`src/rtl/dfe_notch_pkg.sv`:
```
// Shared constants and types for the DFE notch-filter coefficient bank.
// Coefficients are S16.14; 16'h4000 is unity.
package dfe_notch_pkg;

   localparam int NUM_COEFF = 5;

   localparam logic [7:0] CTRL_OFF     = 8'h00;
   localparam logic [7:0] STATUS_OFF   = 8'h04;
   localparam logic [7:0] COEFF_BASE   = 8'h10;
   localparam logic [7:0] STAGE_STRIDE = 8'h20;
   localparam logic [7:0] ACTIVE_BIT   = 8'h80;

   // Packed {b0,b1,b2,a1,a2}, b0 in the MSBs.
   localparam logic [79:0] RST_STAGE0 = {16'h4000, 16'h678E, 16'h4000, 16'h6502, 16'h3CE4};
   localparam logic [79:0] RST_STAGE1 = {16'h4000, 16'h4000, 16'h4000, 16'h3E6D, 16'h3CE4};
   localparam logic [79:0] RST_STAGEN = {16'h4000, 64'h0};

   typedef enum logic {
      IDLE    = 1'b0,
      PENDING = 1'b1
   } commit_state_e;

   function automatic logic [79:0] rst_coeff(input int stage);
      case (stage)
         0:       rst_coeff = RST_STAGE0;
         1:       rst_coeff = RST_STAGE1;
         default: rst_coeff = RST_STAGEN;
      endcase
   endfunction

endpackage

```
`src/rtl/notch_coeff_stage.sv`:
```
// One biquad's coefficient set: shadow/active register pairs and bypass bit.
// Copy takes the shadow values held before any write landing on the same edge.
module notch_coeff_stage
   import dfe_notch_pkg::*;
#(
   parameter int                          WIDTH     = 16,
   parameter logic [NUM_COEFF*WIDTH-1:0]  RST_COEFF = '0
) (
   input  logic                         clk,
   input  logic                         rst_n,
   input  logic                         wr_en,
   input  logic [2:0]                   wr_idx,
   input  logic [WIDTH-1:0]             wr_data,
   input  logic                         bypass_wr_en,
   input  logic                         bypass_wr_data,
   input  logic                         copy,
   output logic [NUM_COEFF*WIDTH-1:0]   shadow_o,
   output logic [NUM_COEFF*WIDTH-1:0]   active_o,
   output logic                         bypass_shadow_o,
   output logic                         bypass_active_o
);

   logic [WIDTH-1:0] shadow_q [NUM_COEFF];
   logic [WIDTH-1:0] shadow_d [NUM_COEFF];
   logic [WIDTH-1:0] active_q [NUM_COEFF];
   logic [WIDTH-1:0] active_d [NUM_COEFF];
   logic             bypass_shadow_q, bypass_shadow_d;
   logic             bypass_active_q, bypass_active_d;

   always_comb begin
      for (int k = 0; k < NUM_COEFF; k++) begin
         shadow_d[k] = (wr_en && (wr_idx == 3'(k))) ? wr_data : shadow_q[k];
         active_d[k] = copy ? shadow_q[k] : active_q[k];
      end
      bypass_shadow_d = bypass_wr_en ? bypass_wr_data : bypass_shadow_q;
      bypass_active_d = copy ? bypass_shadow_q : bypass_active_q;
   end

   always_ff @(posedge clk or negedge rst_n) begin
      if (!rst_n) begin
         for (int k = 0; k < NUM_COEFF; k++) begin
            shadow_q[k] <= RST_COEFF[(NUM_COEFF-1-k)*WIDTH +: WIDTH];
            active_q[k] <= RST_COEFF[(NUM_COEFF-1-k)*WIDTH +: WIDTH];
         end
         bypass_shadow_q <= 1'b0;
         bypass_active_q <= 1'b0;
      end else begin
         for (int k = 0; k < NUM_COEFF; k++) begin
            shadow_q[k] <= shadow_d[k];
            active_q[k] <= active_d[k];
         end
         bypass_shadow_q <= bypass_shadow_d;
         bypass_active_q <= bypass_active_d;
      end
   end

   always_comb begin
      shadow_o = '0;
      active_o = '0;
      for (int k = 0; k < NUM_COEFF; k++) begin
         shadow_o[(NUM_COEFF-1-k)*WIDTH +: WIDTH] = shadow_q[k];
         active_o[(NUM_COEFF-1-k)*WIDTH +: WIDTH] = active_q[k];
      end
   end

   assign bypass_shadow_o = bypass_shadow_q;
   assign bypass_active_o = bypass_active_q;

endmodule

```
`src/rtl/notch_coeff_apb.sv`:
```
// APB coefficient bank for the cascaded notch filters: shadow registers are
// written by software and copied to the active set on the sample strobe after a commit.
module notch_coeff_apb
   import dfe_notch_pkg::*;
#(
   parameter int WIDTH      = 16,
   parameter int NUM_STAGES = 2,
   parameter int ADDR_WIDTH = 8
) (
   input  logic                                  CLK,
   input  logic                                  rst_n,
   input  logic                                  PSEL,
   input  logic                                  PENABLE,
   input  logic                                  PWRITE,
   input  logic [ADDR_WIDTH-1:0]                 PADDR,
   input  logic [31:0]                           PWDATA,
   output logic [31:0]                           PRDATA,
   output logic                                  PREADY,
   output logic                                  PSLVERR,
   input  logic                                  sample_strobe,
   output logic [NUM_STAGES*NUM_COEFF*WIDTH-1:0] coeff_out,
   output logic [NUM_STAGES-1:0]                 bypass_out,
   output logic                                  commit_pending
);

   localparam int SW = NUM_COEFF * WIDTH;

   commit_state_e state_q, state_d;
   logic          done_q, done_d;

   logic [7:0]  addr_s, off_s, rel_s;
   logic [2:0]  stage_idx_s, coeff_idx_s;
   logic        acc_s, wr_s, is_act_s, ctrl_hit_s, status_hit_s, coeff_hit_s, err_s;
   logic [31:0] rdata_s;
   logic [SW-1:0]    sel_shadow_s, sel_active_s;
   logic [WIDTH-1:0] sel_word_s;
   logic [SW-1:0]    shadow_flat_s [NUM_STAGES];
   logic [NUM_STAGES-1:0] byp_shadow_s, coeff_wr_s;
   logic        ctrl_wr_s, commit_wr_s, w1c_s, copy_s;
   logic        unused_pwdata_s;

   assign addr_s          = 8'(PADDR);
   assign unused_pwdata_s = ^PWDATA[31:WIDTH];

   // Address decode, error detection and combinational read mux.
   always_comb begin
      acc_s        = PSEL & PENABLE;
      wr_s         = acc_s & PWRITE;
      is_act_s     = (addr_s & ACTIVE_BIT) != 8'h00;
      off_s        = addr_s & ~ACTIVE_BIT;
      rel_s        = off_s - COEFF_BASE;
      stage_idx_s  = 3'(rel_s / STAGE_STRIDE);
      coeff_idx_s  = 3'((rel_s % STAGE_STRIDE) >> 2);
      ctrl_hit_s   = addr_s == CTRL_OFF;
      status_hit_s = addr_s == STATUS_OFF;
      coeff_hit_s  = (addr_s[1:0] == 2'b00) && (off_s >= COEFF_BASE) &&
                     (int'(coeff_idx_s) < NUM_COEFF) && (int'(stage_idx_s) < NUM_STAGES);

      sel_shadow_s = '0;
      sel_active_s = '0;
      for (int s = 0; s < NUM_STAGES; s++) begin
         sel_shadow_s = (stage_idx_s == 3'(s)) ? shadow_flat_s[s] : sel_shadow_s;
         sel_active_s = (stage_idx_s == 3'(s)) ? coeff_out[s*SW +: SW] : sel_active_s;
      end
      sel_word_s = '0;
      for (int k = 0; k < NUM_COEFF; k++) begin
         sel_word_s = (coeff_idx_s != 3'(k)) ? sel_word_s :
                      is_act_s ? sel_active_s[(NUM_COEFF-1-k)*WIDTH +: WIDTH] :
                                 sel_shadow_s[(NUM_COEFF-1-k)*WIDTH +: WIDTH];
      end

      err_s   = 1'b0;
      rdata_s = 32'h0;
      if (!acc_s) begin
         err_s   = 1'b0;
         rdata_s = 32'h0;
      end else if (ctrl_hit_s) begin
         rdata_s = 32'(byp_shadow_s) << 8;
      end else if (status_hit_s) begin
         err_s   = PWRITE & PWDATA[0];
         rdata_s = err_s ? 32'h0 : {30'h0, done_q, state_q == PENDING};
      end else if (coeff_hit_s) begin
         err_s   = PWRITE & is_act_s;
         rdata_s = err_s ? 32'h0 : 32'(sel_word_s);
      end else begin
         err_s   = 1'b1;
         rdata_s = 32'h0;
      end
   end

   // Write strobes; errored accesses never reach any register.
   always_comb begin
      ctrl_wr_s   = wr_s & ctrl_hit_s;
      commit_wr_s = ctrl_wr_s & PWDATA[0];
      w1c_s       = wr_s & status_hit_s & ~err_s & PWDATA[1];
      copy_s      = (state_q == PENDING) & sample_strobe;
      for (int s = 0; s < NUM_STAGES; s++) begin
         coeff_wr_s[s] = wr_s & coeff_hit_s & ~is_act_s & (stage_idx_s == 3'(s));
      end
   end

   // Commit FSM next state and sticky DONE; a set on the copy edge beats a clear.
   always_comb begin
      state_d = state_q;
      case (state_q)
         IDLE:    state_d = commit_wr_s ? PENDING : IDLE;
         PENDING: state_d = sample_strobe ? IDLE : PENDING;
         default: state_d = IDLE;
      endcase
      done_d = copy_s ? 1'b1 : (w1c_s ? 1'b0 : done_q);
   end

   // Commit state and DONE registers.
   always_ff @(posedge CLK or negedge rst_n) begin
      if (!rst_n) begin
         state_q <= IDLE;
         done_q  <= 1'b0;
      end else begin
         state_q <= state_d;
         done_q  <= done_d;
      end
   end

   for (genvar s = 0; s < NUM_STAGES; s++) begin : g_stage
      notch_coeff_stage #(
         .WIDTH     (WIDTH),
         .RST_COEFF (rst_coeff(s))
      ) u_stage (
         .clk             (CLK),
         .rst_n           (rst_n),
         .wr_en           (coeff_wr_s[s]),
         .wr_idx          (coeff_idx_s),
         .wr_data         (PWDATA[WIDTH-1:0]),
         .bypass_wr_en    (ctrl_wr_s),
         .bypass_wr_data  (PWDATA[8+s]),
         .copy            (copy_s),
         .shadow_o        (shadow_flat_s[s]),
         .active_o        (coeff_out[s*SW +: SW]),
         .bypass_shadow_o (byp_shadow_s[s]),
         .bypass_active_o (bypass_out[s])
      );
   end

   assign PRDATA         = rdata_s;
   assign PSLVERR        = err_s;
   assign PREADY         = 1'b1;
   assign commit_pending = state_q == PENDING;

endmodule

```
`config.mk`:
```
export PLATFORM = sky130hd
export DESIGN_NAME = notch_coeff_apb
export DESIGN_NICKNAME = d
export VERILOG_FILES = /design/src/rtl/dfe_notch_pkg.sv /design/src/rtl/notch_coeff_stage.sv /design/src/rtl/notch_coeff_apb.sv
export SDC_FILE = /design/constraint.sdc
export NUM_CORES = 1
export LEC_CHECK = 0
export CORE_MARGIN = 3
export CORE_UTILIZATION = 54
export CTS_CLUSTER_DIAMETER = 100
export DETAILED_ROUTE_END_ITERATION = 10
export GPL_TIMING_DRIVEN = 0
export PLACE_DENSITY = 0.86
export SYNTH_ARGS = -nofsm -noshare
export SYNTH_HDL_FRONTEND = slang
export SYNTH_SLANG_ARGS = --single-unit
```
`constraint.sdc`:
```
create_clock -name CLK -period 5.9 [get_ports CLK]
set_clock_uncertainty 0.05 [all_clocks]
set_input_delay 1.18 -clock CLK [delete_from_list [all_inputs] [get_ports CLK]]
set_output_delay 1.18 -clock CLK [all_outputs]
set_load 0.05 [all_outputs]
```
Yosys cells after proc, flatten, opt, wreduce, memory -nomap -nowiden
Index checks and enable logic that the tools add are counted.
{"block": "totals", "out_inout_bits": 197, "regBits": 326, "word_cells": 105, "in_bits": 46}
{"block": "classes", "magnitude_cmp": 3, "addsub": 1, "mux": 29, "bitwise_logic": 17, "reduce_logical": 19, "n_eq_ne": 10}
{"operator": "$mux 80", "count": 4}
{"operator": "$mux 16", "count": 13}
{"operator": "$mux 32", "count": 2}
{"operator": "$and 1x1->1", "count": 14}
{"operator": "$logic_and 1x1->1", "count": 13}
{"operator": "$eq 8x3->1 const B", "count": 1}
{"operator": "$logic_not 8->1", "count": 1}
{"operator": "$mux 1", "count": 8}
{"operator": "$sub 7x5->8 const B", "count": 1}
{"operator": "$ge 7x5->1 const B", "count": 1}
{"operator": "$eq 3x1->1 const B", "count": 2}
{"operator": "$eq 3x2->1 const B", "count": 2}
{"operator": "$logic_not 3->1", "count": 2}
{"operator": "$ne 3x2->1 const B", "count": 2}
{"operator": "$eq 3x3->1 const B", "count": 1}
{"operator": "$lt 3x2->1 const B", "count": 1}
{"operator": "$lt 3x3->1 const B", "count": 1}
{"operator": "$ne 3x1->1 const B", "count": 1}
{"operator": "$ne 3x3->1 const B", "count": 1}
{"operator": "$not 1->1", "count": 3}
{"operator": "$reduce_bool 3->1", "count": 1}
{"operator": "$logic_not 2->1", "count": 1}
{"operator": "$mux 2", "count": 1}
{"operator": "$pmux 1 s2", "count": 1}
{"operator": "$reduce_bool 2->1", "count": 1}

Longest topological paths before layout
{"block": "logic_depth", "word_depth": 15, "mapped_depth": 13}

Modules after synthesis
From an unflattened synthesis, not the netlist that was laid out.
{"block": "unflattened", "hier_cells": 1044, "area_unflattened_um2": 15745.1}
{"mod": "notch_coeff_stage at g_stage[0].u_stage", "cells_each": 346, "seq_area_each_um2": 4113.9, "instances": 1, "area_each_um2": 6129.6}
{"mod": "notch_coeff_stage at g_stage[1].u_stage", "cells_each": 346, "seq_area_each_um2": 4106.4, "instances": 1, "area_each_um2": 6122.1}
{"mod": "notch_coeff_apb", "cells_each": 352, "seq_area_each_um2": 50.0, "instances": 1, "area_each_um2": 3493.4}

Worst setup path before layout
Ideal clock, no wire load.
{"block": "synth_path", "path_type": "in2out", "startpoint": "in PADDR[4]", "endpoint": "out PRDATA[11]", "cell_stages": 12, "arrival_ns": 4.705, "slack_ns": -0.035, "path_buffers": 4, "path_cell_list": "clkbuf_1 inv_1 ha_1 ha_1 clkbuf_1 o31a_1 clkbuf_1 nand2_1 a211oi_1 nand3b_1 clkbuf_1 a221oi_1"}
{"block": "synth_via", "elab_chain_cells": 15}
{"item": "from (decl)", "line": "notch_coeff_apb.sv:15", "text": "input logic [ADDR_WIDTH-1:0] PADDR,"}
{"item": "$sub 7x5->8", "line": "notch_coeff_apb.sv:51", "text": "rel_s = off_s - COEFF_BASE;"}
{"item": "$logic_not 3->1", "line": "notch_coeff_apb.sv:62, notch_coeff_apb.sv:63"}
{"item": "$mux 80, on equally long branches (2 in series)", "line": "notch_coeff_apb.sv:62, notch_coeff_apb.sv:63"}
{"item": "$mux 16", "line": "notch_coeff_apb.sv:68", "text": "is_act_s ? sel_active_s[(NUM_COEFF-1-k)*WIDTH +: WIDTH] :"}
{"item": "$mux 16 (5 in series)", "line": "notch_coeff_apb.sv:67", "text": "sel_word_s = (coeff_idx_s != 3'(k)) ? sel_word_s :"}
{"item": "$mux 16", "line": "notch_coeff_apb.sv:84", "text": "rdata_s = err_s ? 32'h0 : 32'(sel_word_s);"}
{"item": "$mux 16", "line": "notch_coeff_apb.sv:82", "text": "end else if (coeff_hit_s) begin"}
{"item": "$mux 16", "line": "notch_coeff_apb.sv:79", "text": "end else if (status_hit_s) begin"}
{"item": "$mux 32 *", "line": "notch_coeff_apb.sv:77", "text": "end else if (ctrl_hit_s) begin"}
{"item": "$mux 32 *", "line": "notch_coeff_apb.sv:74", "text": "if (!acc_s) begin"}
{"item": "to (decl)", "line": "notch_coeff_apb.sv:17", "text": "output logic [31:0] PRDATA,"}
Mark *: on every way between the ends. The rest lies on a longest branch, timed or not.

Final worst setup path
{"block": "layout_path", "startpoint": "in PADDR[3]", "endpoint": "out PRDATA[13]"}
Same word-level chain as after synthesis.

==> impl_metrics.py <==
metrics = {
    "worst_setup_path": {
        "critical-path-max-stage-delay_ps": 530,
        "endpoint_kind": "output port",
        "path_max_fanout": 10,
        "start_kind": "input pin",
        "cp.required_ps": 4670,
        "slowest_stage": "clkbuf_1",
        "cp_cell_sequence": "clkdlybuf4s50_1 > clkbuf_1 > or2_2 > nor2_1 > clkbuf_1 > clkbuf_2 > nand2_1 > a221oi_2 > buf_4",
        "crit_buf_inv": 5,
        "cp_top_family": "buffers and inverters",
        "worst-setup-path-type": "in -> out",
        "cp.arrival_ps": 4640,
        "crit_top_cell": "clkbuf_1",
    },
    "floorplan": {
        "placementRows": 61,
        "die_x_um": 175,
        "die_y_um": 175,
        "die-area_mm2": 0.0306,
        "pin_count": 243,
        "core_mm2": 0.0279,
        "start_util_pct": 55.2,
    },
    "drt": {
        "highest_layer": "met5",
        "num_vias": 11102,
        "totalWireLength_mm": 48.4,
        "drc_errors": 0,
        "dr_wl_met2_mm": 22.0,
        "routed_via_density": 6.46,
        "wl_met1_mm": 19.1,
        "drtAntennaViolNets": 0,
        "drt_iter0_drc": 1582,
        "dr.pass1.iters": 7,
        "dr_wl_met3_mm": 5.02,
        "wire_per_inst_um": 28.2,
    },
    "final_layout": {
        "final_nets": 1362,
        "postLayoutCellArea_mm2": 0.0192,
        "final_common_cell": "mux2_2",
        "syn_to_final_growth_pct": 24.7,
        "stdcell_count": 1718,
        "drive_above_1_share_pct": 43.5,
        "most-common-layout-cells": "mux2_2 (280), dfrtp_1 (236), clkdlybuf4s50_1 (177)",
    },
    "logic_synthesis": {
        "syn_area_mm2": 0.0154,
        "ys_types": 56,
        "syn_avg_cell_area_um2": 14.5,
        "synthArstFlopShare_pct": 100,
        "yosysSeqAreaShare_pct": 53.6,
        "synth_edf_count": 0,
        "yosysWarnings": 0,
        "synth.ff_latch_count": 326,
        "syn-instance-count": 1064,
        "synth_top_flop_cell": "dfrtp_1",
    },
    "global_routing": {
        "first_global_vias": 11267,
        "grt_pass1_wl_mm": 72.0,
        "grt-ovfl-total": 0,
        "grt_max_degree": 116,
        "antenna_found_initial": 3,
        "grt_usage_pct": 31.4,
    },
    "cts": {
        "cts_buffer_depth": 3,
        "clkLatencyLatePin_ps": 530,
        "clkTransAtPathRegs_ps": 60,
        "cts_root_buf": "clkbuf_16",
        "cts_buffers": 34,
        "cts_tree": "done",
        "clock_sinks": 326,
        "cts_max_level": 2,
    },
    "sta": {
        "rsz0062_at_grt": "false",
        "final-hold-violation-count": 0,
        "whs_ps": 445,
        "finalCriticalPeriod_ps": 5870,
        "setup_viol": 0,
        "max_freq_mhz": 170,
        "min_period_over_period_pct": 99.5,
        "relSlewSlack_pct": 25.4,
        "slew_viol_final": 0,
        "fin_ws_ps": 27.6,
        "worst_slew_pin_slew_ps": 1120,
    },
    "power_and_ir_drop": {
        "leakagePower_nw": 8.75,
        "report.power.total_mw": 4.76,
        "powerDensity_mw_per_mm2": 248,
        "irDropWorstVdd_v": 0.000202,
    },
    "outcome": {
        "status": "finished, final reports clean",
    },
    "min_path": {
        "worstHoldPathType": "reg -> reg",
    },
    "placed_design": {
        "portBuffers": 195,
        "dp.cells": 1654,
        "gp_congestion": 0.953,
        "dpl.hpwl_mm": 33.8,
        "dp_slack_ps": -2040,
        "place_area_mm2": 0.0180,
    },
    "job": {
        "drv_cap": 0,
    },
}
## repair_timing
item | in CTS | in global routing
hold buffers | 0 | 0
gates resized for setup | 137 | 15
pin swaps | 2 | 0
setup endpoints to repair | 17 | 13
setup buffers | 5 | 0
## per-stage QoR
stage               setup TNS (ps)  utilization [%]
global route                     0             68.8
detailed placement          -29190             64.3
finish                           0             68.8
CTS                          -23.3             68.7
floorplan                     -176                -
global placement          -2850400             64.1
## path summary, 6_finish.rpt
path                       slack, ps  cells past startpoint                                         from                                     endpoint
min in group asynchronous        600                      1                                        rst_n  g_stage[0].u_stage.shadow_o[72]$_DFFE_PN0P_
min                              450                      2  g_stage[0].u_stage.shadow_o[17]$_DFFE_PN1P_  g_stage[0].u_stage.shadow_o[17]$_DFFE_PN1P_
max                               30                      9                                     PADDR[3]                                   PRDATA[13]
min reg2reg                      450                      2  g_stage[0].u_stage.shadow_o[17]$_DFFE_PN1P_  g_stage[0].u_stage.shadow_o[17]$_DFFE_PN1P_
max in group asynchronous       3660                      3                                        rst_n  g_stage[0].u_stage.shadow_o[21]$_DFFE_PN0P_
max reg2reg                     3230                      4                     commit_pending$_DFF_PN0_   g_stage[1].u_stage.active_o[1]$_DFFE_PN0P_
## layer usage
metal  up-vias  GRT usage (%)
met2       772           48.3
met5         -              0
li1       4434              -
met3       156           8.13
met4         4           13.1
met1      5736           43.1
## kinds of logic after synthesis
family,Yosys count,share of synthesized area [%]
buffers and inverters,107,3.32
AND/OR/NAND/NOR,128,4.50
AO/OA/AOI/OAI,77,3.51
other,2,0.0487
adder cells (fa/ha/maj),3,0.243
multiplexers,421,34.8
flip-flops,326,53.6
## flip-flops by register name (all words and copies together), names as in the netlist
signal / flops
commit_pending: 1
done_q: 1
g_stage.u_stage.active_o: 160
g_stage.u_stage.bypass_active_o: 2
g_stage.u_stage.bypass_shadow_o: 2
g_stage.u_stage.shadow_o: 160
## power by group
group	total, mW	internal [mW]	switching [mW]
Clock	2.13	1.25	0.884
Combinational	0.366	0.114	0.253
Sequential	2.27	2.25	0.0114
Total	4.76	3.61	1.15
## cell type report
| type | count | area, um^2 |
|---|---|---|
| fill | 1900 | 8700 |
| buffer | 97 | 558 |
| timing repair buffer | 202 | 2000 |
| antenna | 1 | 2.50 |
| tap | 378 | 473 |
| clock inverter | 9 | 121 |
| sequential | 326 | 8270 |
| clock buffer | 53 | 982 |
| inverter | 6 | 22.5 |
| multi-input combinational | 646 | 6810 |
## cells in the mapped netlist (all sizes together) (4+ instances only)
cell type,instances,share of area [%]
mux2,322,24
dfrtp,236,38
dfstp,90,15
buf,57,2.1
mux4,57,8.3
clkbuf,44,1.1
mux2i,42,2.7
nand2,41,1.0
nand3,20,0.65
nor2,13,0.33
a21oi,12,0.39
o21ai,12,0.39
a221oi,11,0.62
nor3,11,0.45
o22ai,9,0.37
or3,8,0.32
nand4,7,0.28
inv,6,0.15
a22oi,5,0.24
a31oi,5,0.20
nor2b,5,0.20
and2,4,0.16
and3,4,0.16
o221ai,4,0.27
## worst register-to-register path, delay by kind of cell (launching register included)
| family | cells | cell delay (ps) |
|---|---|---|
| AND/OR/NAND/NOR | 1 | 290 |
| buffers and inverters | 2 | 1340 |
| multiplexers | 1 | 420 |
| flip-flops | 1 | 460 |
Note: power is estimated with default switching activity, not from simulation.
